**src/rtl/alu_arbiter.sv**
```systemverilog
`default_nettype none
// ============================================================================
// Module   : alu_arbiter
// Brief    : Round-robin arbiter sharing one combinational ALU between two
//            valid/ready requesters, with a registered, id-tagged response.
// Revision : 1.0 - initial release
// ============================================================================
module alu_arbiter (
  input  logic        clk_i,
  input  logic        rst_ni,
  input  logic        req0_valid_i,
  output logic        req0_ready_o,
  input  logic [7:0]  req0_x_i,
  input  logic [7:0]  req0_y_i,
  input  logic [1:0]  req0_m_i,
  input  logic [1:0]  req0_s_i,
  input  logic        req1_valid_i,
  output logic        req1_ready_o,
  input  logic [7:0]  req1_x_i,
  input  logic [7:0]  req1_y_i,
  input  logic [1:0]  req1_m_i,
  input  logic [1:0]  req1_s_i,
  output logic [7:0]  alu_x_o,
  output logic [7:0]  alu_y_o,
  output logic [1:0]  alu_m_o,
  output logic [1:0]  alu_s_o,
  input  logic [15:0] alu_z_i,
  output logic        rsp_valid_o,
  input  logic        rsp_ready_i,
  output logic        rsp_id_o,
  output logic [15:0] rsp_z_o
);

  typedef enum logic [1:0] {
    IDLE = 2'd0,
    EXEC = 2'd1,
    RESP = 2'd2
  } state_t;

  state_t      state_q;
  logic        last_q;
  logic [7:0]  alu_x_q;
  logic [7:0]  alu_y_q;
  logic [1:0]  alu_m_q;
  logic [1:0]  alu_s_q;
  logic [15:0] rsp_z_q;
  logic        rsp_id_q;
  logic        rsp_valid_q;

  logic        grant_id;
  logic        accept;
  logic [7:0]  sel_x;
  logic [7:0]  sel_y;
  logic [1:0]  sel_m;
  logic [1:0]  sel_s;

  // On a tie the requester that did not win last time is served.
  always_comb begin
    grant_id = req1_valid_i;
    if (req0_valid_i && req1_valid_i) begin
      grant_id = ~last_q;
    end
  end

  assign req0_ready_o = rst_ni && (state_q == IDLE) && req0_valid_i && !grant_id;
  assign req1_ready_o = rst_ni && (state_q == IDLE) && req1_valid_i &&  grant_id;
  assign accept       = (req0_valid_i && req0_ready_o) || (req1_valid_i && req1_ready_o);

  always_comb begin
    sel_x = req0_x_i;
    sel_y = req0_y_i;
    sel_m = req0_m_i;
    sel_s = req0_s_i;
    if (grant_id) begin
      sel_x = req1_x_i;
      sel_y = req1_y_i;
      sel_m = req1_m_i;
      sel_s = req1_s_i;
    end
  end

  always_ff @(posedge clk_i) begin
    if (!rst_ni) begin
      state_q     <= IDLE;
      last_q      <= 1'b1;
      alu_x_q     <= 8'd0;
      alu_y_q     <= 8'd0;
      alu_m_q     <= 2'd0;
      alu_s_q     <= 2'd0;
      rsp_z_q     <= 16'd0;
      rsp_id_q    <= 1'b0;
      rsp_valid_q <= 1'b0;
    end else begin
      case (state_q)
        IDLE: begin
          if (accept) begin
            alu_x_q  <= sel_x;
            alu_y_q  <= sel_y;
            alu_m_q  <= sel_m;
            alu_s_q  <= sel_s;
            rsp_id_q <= grant_id;
            last_q   <= grant_id;
            state_q  <= EXEC;
          end
        end
        EXEC: begin
          // ALU inputs have settled for a full cycle; capture its result.
          rsp_z_q     <= alu_z_i;
          rsp_valid_q <= 1'b1;
          state_q     <= RESP;
        end
        RESP: begin
          if (rsp_ready_i) begin
            rsp_valid_q <= 1'b0;
            state_q     <= IDLE;
          end
        end
        default: begin
          rsp_valid_q <= 1'b0;
          state_q     <= IDLE;
        end
      endcase
    end
  end

  assign alu_x_o     = alu_x_q;
  assign alu_y_o     = alu_y_q;
  assign alu_m_o     = alu_m_q;
  assign alu_s_o     = alu_s_q;
  assign rsp_z_o     = rsp_z_q;
  assign rsp_id_o    = rsp_id_q;
  assign rsp_valid_o = rsp_valid_q;

endmodule
`default_nettype wire

```
**config.mk**
```make
export PLATFORM = sky130hd
export DESIGN_NAME = alu_arbiter
export DESIGN_NICKNAME = d
export VERILOG_FILES = /design/src/rtl/alu_arbiter.sv
export SDC_FILE = /design/constraint.sdc
export NUM_CORES = 1
export LEC_CHECK = 0
export CAP_MARGIN = 20
export CORE_ASPECT_RATIO = 1.25
export CORE_MARGIN = 4
export CORE_UTILIZATION = 35
export DETAILED_ROUTE_END_ITERATION = 10
export PLACE_DENSITY = 0.75
export SLEW_MARGIN = 20
export SYNTH_ARGS = -nofsm -noshare
export SYNTH_HDL_FRONTEND = slang
export SYNTH_SLANG_ARGS = --single-unit
```
**constraint.sdc**
```tcl
create_clock -name clk_i -period 2.6 [get_ports clk_i]
set_clock_uncertainty 0.15 [all_clocks]
set_input_delay 0.78 -clock clk_i [delete_from_list [all_inputs] [get_ports clk_i]]
set_output_delay 0.78 -clock clk_i [all_outputs]
set_load 0.03 [all_outputs]
```
Word-level counts from Yosys, hierarchy flattened
Cells that the tools add are included.
{"block": "word_totals", "register_bits": 41, "inputBits": 61, "elab_cells": 39}
{"block": "op_classes", "eq_ne": 4, "mux": 10, "n_bitwise": 2, "reduce_logical": 14}
{"operator": "two-way mux 8 bit", "count": 2}
{"operator": "logical AND 1 bit", "count": 8}
{"operator": "two-way mux 2 bit", "count": 4}
{"operator": "one-hot mux 2 bit (3 select lines)", "count": 1}
{"operator": "AND reduction 2 bit", "count": 3}
{"operator": "!= test 2 bit, second input constant", "count": 2}
{"operator": "one-hot mux 1 bit (3 select lines)", "count": 1}
{"operator": "equality test 2 x 1 -> 1 bit, second input constant", "count": 1}
{"operator": "equality test 2 bit, second input constant", "count": 1}
{"operator": "logical NOT 2 bit", "count": 1}
{"operator": "two-way mux 1 bit", "count": 2}
{"operator": "NOT 1 bit", "count": 2}
{"operator": "logical NOT 1 bit", "count": 1}
{"operator": "logical OR 1 bit", "count": 1}

Logic depth before layout (Yosys ltp)
Gate-level depths: netlist (run 1).
{"block": "depth", "depth_word": 8, "depth_mapped": 5}

Worst setup path after synthesis (run 1)
No wires, ideal clock.
{"block": "synth_path", "path_type": "input port to output port", "start": "input req0_valid_i", "end": "output req0_ready_o", "arrival_ns": 2.041, "setup_slack_ns": -0.371, "stages": 3, "n_path_buf": 1, "cell_sequence": "or3b_4 buf_6 nor3b_1"}
{"block": "synth_between", "elab_chain_len": 4, "word_cells_on_any_way": 5, "cone_classes": "1 x mux; 4 x reduce/logical"}
{"element": "start: declaration", "line_no": "11", "text": "input logic req0_valid_i,"}
{"element": "logical AND 1 bit", "line_no": "60", "text": "if (req0_valid_i && req1_valid_i) begin"}
{"element": "two-way mux 1 bit", "line_no": "60"}
{"element": "logical NOT 1 bit", "line_no": "65", "text": "assign req0_ready_o = rst_ni && (state_q == IDLE) && req0_valid_i && !grant_id;"}
{"element": "logical AND 1 bit (*)", "line_no": "65"}
{"element": "end: declaration", "line_no": "12", "text": "output logic req0_ready_o,"}
Mark *: on every way between the ends. The rest lies on a longest branch, timed or not.

Worst setup path after layout (run 1)
{"block": "layout_path", "start": "input req1_valid_i", "end": "output req1_ready_o"}
{"block": "layout_between", "elab_chain_len": 3, "word_cells_on_any_way": 4, "cone_classes": "1 x mux; 3 x reduce/logical"}
{"element": "start: declaration", "line_no": "17", "text": "input logic req1_valid_i,"}
{"element": "logical AND 1 bit", "line_no": "60"}
{"element": "two-way mux 1 bit", "line_no": "60"}
{"element": "logical AND 1 bit (*)", "line_no": "66", "text": "assign req1_ready_o = rst_ni && (state_q == IDLE) && req1_valid_i && grant_id;"}
{"element": "end: declaration", "line_no": "18", "text": "output logic req1_ready_o,"}
Marks and branches as above.

==> metrics.md, run 1 <==
| Metric | Value |
|---|---|
| Status | finished, final reports clean |
| Worst-path cell chain | buf_2 > or3b_4 > nor3b_4 > buf_6 |
| Pin count of the biggest net entering global routing | 35 |
| Rel. slew slack | slightly above 60% |
| Synthesized cell area | approximately 1800 sq um |
| NumNets Final | around 350 |
| Max-cap violations | 0 |
| Global-route met3 utilization | 8.66% |
| Number of enable flip-flop cells after synthesis | 0 |
| Most common cell after layout, fill and taps aside | clkdlybuf4s50_1 |
| GRT overflow | 0 |
| Die Height | around 88 microns |
| Gp weighted congestion | roughly 0.74 |
| GRT Max-Usage Layer | met2 |
| Final Critical Period | between 2000 and 3000 ps |
| Buffers from clock root to sink, at most | 2 |
| Hold Slack | just over 300 ps |
| N_diodes | 0 |
| Clock sink count | between 40 and 50 |
| Top FF cell, synth | dfxtp_1 |
| Worst path max stage delay | approximately 390 ps |
| Clock slew at reported path FFs | 70 ps |
| Layout cell share with drive strength beyond 1 | 8.74% |
| Post-DRT Antenna Nets | 0 |
| Asr flop ratio synth | 0% |
| Critical setup path kind | input port to primary output |
| Initial antenna violation count | 0 |
| Port-buffer cells | 100 |
| Pwr/cell area | between 500 and 600 nW/um^2 |
| H-tree depth reported by CTS | 2 |
| Vias/cell | roughly 5 |
| Die width | 71.6 microns |
| Crit path required time | between 1500 and 2000 ps |
| Leak pwr | between 0.001 and 0.0015 uW |
| Syn_area_per_cell | around 9.5 sq um |
| DR iter-0 viols | between 80 and 90 |
| Crit path max-delay cell type | or3b_4 |
| Met1 usage | a little under a fifth |
| Initial Util | between 30% and 40% |
| Syn_nets | between 200 and 250 |
| Total global routing track utilization | 16.4% |
| RSZ-0062 raised after global routing | no |
| Pins Over Slew Limit | 0 |
| Placed wire-length estimate | roughly 3600 microns |
| First-pass GRT wire length | 8160 microns |
| Top Family by Delay on Critical Path | simple AND/OR/NAND/NOR gates |
| Worst-skew pair later-pin latency | between 200 and 300 ps |
| Synthesis Warnings | 0 |
| DRT Pass-1 Iters | 4 |
| Crit share post-route | between 90% and 100% |
| Post-CTS Setup Bufs | 0 |
| Met2 Usage GRT | between 20 and 30% |
| CTS tree | done |
| Measured slew at the worst slew-check pin | between 500 and 600 ps |
| Max VDD drop | 0.000330 V |
| Setup-failing EPs final | 0 |
| Post-synth top area cell | dfxtp_1 |
| DR vias | between 1500 and 2000 |
| Number of remaining DRC errors | 0 |
| CP endpoint kind | primary output |
| Fmax | about 0.39 GHz |
| I/O pins | ~100 |
| Area contributors post-synth | dfxtp_1 (46%), or3_1 (14%), o2111a_1 (13%) |
| Clk root buf | clkbuf_8 |
| Area share of the largest cell type after synthesis | between 40% and 50% |
| Worst Path Arrival | around 1600 ps |
| Most frequent cells in the layout | clkdlybuf4s50_1 (95), dfxtp_1 (41), or3_1 (40), nand2_1 (33), o2111a_1 (20) |
| Netlist cell types | 22 |
| CTS buffer count | 5 |
| Avg WL per Cell | roughly 14 microns |
| Synthesized flop and latch total | slightly above 40 |
| Synth-to-layout area growth | 65.1% |
| Post-Route WL | around 5000 microns |
| Cts hold-fix bufs | 0 |
| Rows | 28 |
| Crit path buffers/inverters | 2 |
| Startpoint types | input port |
| Vias in the first global route | between 1500 and 2000 |
| Worst Hold Class | register to register |
| Hold Vio Cnt, Final | 0 |
| Pwr Total | between 1500 and 2000 uW |
| Core area | between 4000 and 5000 sq um |
| CP max FO | 2 |
| Die area | ~6300 sq um |
| Syn Inst Count | around 190 |
| Register area share after synthesis | a little under half |
-- stage by stage --
stage	std cells	setup slack (ps)	util, %	area (sq um)	TNS [ps]
after global placement	338	-368	59.1	2840	-1340
after global routing	346	9.25	60.9	2920	0
after detailed placement	338	-375	59.1	2840	-1750
final	346	45.9	60.9	2920	0
after floorplan	187	19.8	-	1790	0
after CTS	346	17.0	60.8	2920	0
-- power breakdown --
group / switching (uW) / leakage (uW) / total, uW / internal [uW]
Sequential: 34.8 / 0.000338 / 726 / 691
Clock: 215 / 0.0000450 / 402 / 186
Combinational: 263 / 0.000670 / 527 / 264
-- flip-flops by register name, summed over array words and instances, names as in the netlist --
name / flops
alu_x_o: 8
last_q: 1
alu_s_o: 2
rsp_valid_o: 1
rsp_z_o: 16
alu_y_o: 8
state_q: 2
rsp_id_o: 1
alu_m_o: 2
-- synthesized netlist by cell type, types with 2 or more instances --
cell,count
nor2_1,2
dfxtp_1,41
nor3b_1,2
o2111a_1,20
nand2_1,33
or3b_4,2
or3_1,40
a21boi_0,15
and2_1,3
buf_6,4
nor2b_1,2
clkbuf_1,13
-- layout make-up --
| type | count | area (sq um) |
|---|---|---|
| sequential | 41 | 821 |
| fill | 432 | 1880 |
| timing repair buffer | 109 | 1070 |
| clock inverter | 2 | 10.0 |
| multi-input combinational | 128 | 878 |
| clock buffer | 6 | 72.6 |
| tap | 60 | 75.1 |
-- what timing repair did --
| item | CTS | global route |
|---|---|---|
| gates cloned | 0 | 0 |
| pin swaps | 2 | 2 |
| endpoints found under the setup margin | 2 | 2 |
| gates resized for setup | 11 | 1 |
-- worst register-to-register path: cells and delay by family (launching register included) --
family | cells | cell delay, ps
simple gates | 2 | 800
flops | 1 | 370
buf+inv | 1 | 220
compound gates | 1 | 140
-- final timing paths --
check / from / to / slack, ps / cells past startpoint
worst max-delay path: req1_valid_i / req1_ready_o / 50 / 4
worst max register to register: state_q[1] / alu_y_o[3] / 820 / 4
worst min register to register: rsp_z_o[12] / rsp_z_o[12] / 310 / 2
worst min-delay path: rsp_z_o[12] / rsp_z_o[12] / 310 / 2
-- metal layers --
metal / up-vias / wire length (microns)
li1: 871 / -
met1: 793 / 1930
met2: 68 / 2390
met3: 6 / 612
met4: 0 / 64
met5: - / 0
-- cell families (layout without fill, tap and decap cells) --
| group | Yosys count | after routing | share of synthesized area, % |
|---|---|---|---|
| buf+inv | 18 | 117 | 5.58 |
| flops | 41 | 41 | 46.4 |
| simple gates | 87 | 87 | 26.5 |
| compound gates | 41 | 41 | 21.6 |
Power figures use the tool's default switching activity.
==> inputs of run 2 (changes only) <==
==> constraint.sdc (replaced) <==
create_clock -name clk_i -period 2.6 [get_ports clk_i]
set_clock_uncertainty 0.15 [all_clocks]
set_input_delay 0.39 -clock clk_i [delete_from_list [all_inputs] [get_ports clk_i]]
set_output_delay 0.39 -clock clk_i [all_outputs]
set_load 0.03 [all_outputs]
==> run 2 against run 1 <==
Against the previous run:
- design area down 0.98%
- via count down 3.1%
- cell count down 1.4%
- first-iteration DRC count down 48%
- worst hold slack worse by 2.1 ps
- clock power up 32%
- sequential power about the same
- fmax up 10%
- critical path type unchanged
- sequential share of layout area up 0.28 points
- largest cell class unchanged
- wire length down 1.7%
- sequential cell count unchanged
==> metrics.md, run 2 (synthesis results as in run 1) <==
| Metric | Value |
|---|---|
| Metal-1 WL | 2060 microns (+6.5%) |
| RSZ-0062 raised after global routing | no |
| DR vias | 1684 (-3.1%) |
| Clock share of power | 30.1% (+5.8 points) |
| Rows | 28 (unchanged) |
| Avg WL per Cell | 14.4 microns (-0.22%) |
| GRT overflow | 0 (unchanged) |
| Initial antenna violation count | 0 (unchanged) |
| Pins Over Slew Limit | 0 (unchanged) |
| Gp weighted congestion | 0.746 (+1.3%) |
| Worst-skew pair later-pin latency | 290 ps (about the same) |
| Vias/cell | 4.94 (-1.7%) |
| Post-DRT Antenna Nets | 0 (unchanged) |
| Startpoint types | input port |
| Top Family by Delay on Critical Path | simple AND/OR/NAND/NOR gates |
| Worst-path cell chain | clkdlybuf4s50_1 > or3b_4 > nor3b_1 > buf_4 |
| H-tree depth reported by CTS | 2 (unchanged) |
| Cts hold-fix bufs | 0 (unchanged) |
| Hold Path Stages | 2 (unchanged) |
| Post-Route WL | 4910 microns (-1.7%) |
| Seq pwr share | 41.1% (-2.8 points) |
| Most common cell after layout, fill and taps aside | clkdlybuf4s50_1 |
| Measured slew at the worst slew-check pin | 614 ps (+32.8 ps) |
| Switching share of power | 28.8% (-2.2 points) |
| Clk root buf | clkbuf_8 |
| Placed wire-length estimate | 3570 microns (-1.4%) |
| Worst path max stage delay | 500 ps (+110 ps) |
| Fmax | 0.432 GHz (+10%) |
| CP max FO | 23 (+21) |
| Clock slew at reported path FFs | 80 ps (about the same) |
| Post-CTS Setup Bufs | 0 (unchanged) |
| Hold Vio Cnt, Final | 0 (unchanged) |
| Pwr/cell area | 611 nW/um^2 (+7.9%) |
| DRT Pass-1 Iters | 4 (unchanged) |
| Number of cells on the critical path | 4 (unchanged) |
| Critical setup path kind | input port to primary output |
| Multi-input logic area | 856 sq um (-2.6%) |
| Hold Slack | 307 ps (-2.11 ps) |
| Final Critical Period | 2310 ps (-242 ps) |
| Max VDD drop | 0.000312 V (-5.3%) |
| Leak pwr | 0.00103 uW (-2.2%) |
| Most frequent cells in the layout | clkdlybuf4s50_1 (98), dfxtp_1 (41), or3_1 (40), nand2_1 (33), o2111a_1 (20) |
| Pin count of the biggest net entering global routing | 42 (+20%) |
| Pwr Total | 1770 uW (+6.8%) |
| Worst Path Arrival | 1770 ps (+150 ps) |
| Post-route cell area | 2890 sq um (-0.98%) |
| Crit path max-delay cell type | or3b_4 |
| Crit path required time | 2060 ps (+390 ps) |
| Crit path buffers/inverters | 2 (unchanged) |
| Combinational power share | 28.8% (-3.1 points) |
| Rel. slew slack | 59.0% (-2.2 points) |
| Pint | 1260 uW (+10%) |
| Port-buffer cells | 100 (unchanged) |
| Core area | 4800 sq um (unchanged) |
| Highest signal layer in the routed design | met4 |
| Synth-to-layout area growth | 63.5% |
| Status | finished, final reports clean |
| First-pass GRT wire length | 8190 microns (+0.34%) |
| N_diodes | 0 (unchanged) |
| Post_cts resized | 0 (-11) |
| Die width | 71.6 microns (unchanged) |
| Switching pwr | 509 uW (-0.73%) |
| Met2 wire length | 2160 microns (-9.4%) |
| Placed cell area | 2780 sq um (-2.1%) |
| I/O pins | 101 (unchanged) |
| Sequential cell area | 821 sq um (unchanged) |
| Number of remaining DRC errors | 0 (unchanged) |
| NumNets Final | 341 (-1.4%) |
| Layout cell share with drive strength beyond 1 | 5.69% (-3.0 points) |
| Setup-failing EPs final | 0 (unchanged) |
| Clock sink count | 41 (unchanged) |
| Max reg flops | 16 (unchanged) |
| Worst Hold Class | register to register |
| Die Height | 87.5 microns (unchanged) |
| Total global routing track utilization | 16.4% (-0.020 points) |
| DR iter-0 viols | 44 (-48%) |
| Die area | 6270 sq um (unchanged) |
| Number of fill cells | 426 (-1.4%) |
| CTS tree | done |
| Met3 wire length | 628 microns (+2.6%) |
| CP endpoint kind | primary output |
| Cells on worst reg2reg path | 3 (-1) |
| Buffers from clock root to sink, at most | 2 (unchanged) |
| Max-cap violations | 0 (unchanged) |
| Setup TNS | 0 ps (unchanged) |
| Vias in the first global route | 1764 (+1.6%) |
| Initial Util | 36.9% (unchanged) |
| Crit share post-route | 88.9% (-9.3 points) |
| CTS buffer count | 5 (unchanged) |
-- run 2: changes by cell type in the layout (fill, tap and decap cells not counted), moves of 2 or more --
cell,delta
buf_4,-3
buf_6,-3
clkdlybuf4s50_1,+3
clkinv_2,-2
nor3b_1,+2
nor3b_4,-2
-- run 2: layout make-up --
cell class / instances / area share [%]
multi-input cells: 128 / 29.6
repair buffers: 104 / 35.5
clock inverters: 1 / 1.04
flip-flops and latches: 41 / 28.4
clock buffers: 7 / 2.98
well taps: 60 / 2.59
-- run 2: path summary, 6_finish.rpt --
kind	start	to	slack, ps
worst max-delay path	req0_valid_i	req0_ready_o	290
worst min-delay path	rsp_z_o[12]	rsp_z_o[12]	310
worst max register to register	state_q[1]	alu_y_o[7]	910
worst min register to register	rsp_z_o[12]	rsp_z_o[12]	310
-- run 2: routing by layer --
| layer | vias to the layer above | GRT usage [%] |
|---|---|---|
| li1 | 862 | - |
| met1 | 745 | 19.6 |
| met2 | 70 | 25.3 |
| met3 | 7 | 8.78 |
| met4 | 0 | 5.13 |
| met5 | - | 0 |
-- run 2: worst register-to-register path, stage by stage, from the launching register on --
cell	delay, ps
dfxtp_1	380
or3b_4	540
or3_1	390
o2111a_1	140
-- run 2: metrics by stage --
step	utilization, %	setup WS, ps	std cells
2_1_floorplan	-	409	187
3_3_place_gp	57.9	281	333
3_5_place_dp	57.9	286	333
4_1_cts	60.3	274	341
5_1_grt	60.3	189	341
6_report	60.3	288	341
-- run 2: power groups by stage --
stage / sequential (uW) / combinational (uW) / clock [uW]
after floorplan: 853 / 165 / 0
after global placement: 740 / 513 / 0
after detailed placement: 742 / 515 / 0
after CTS: 728 / 516 / 551
after global routing: 737 / 546 / 575
final: 727 / 509 / 532
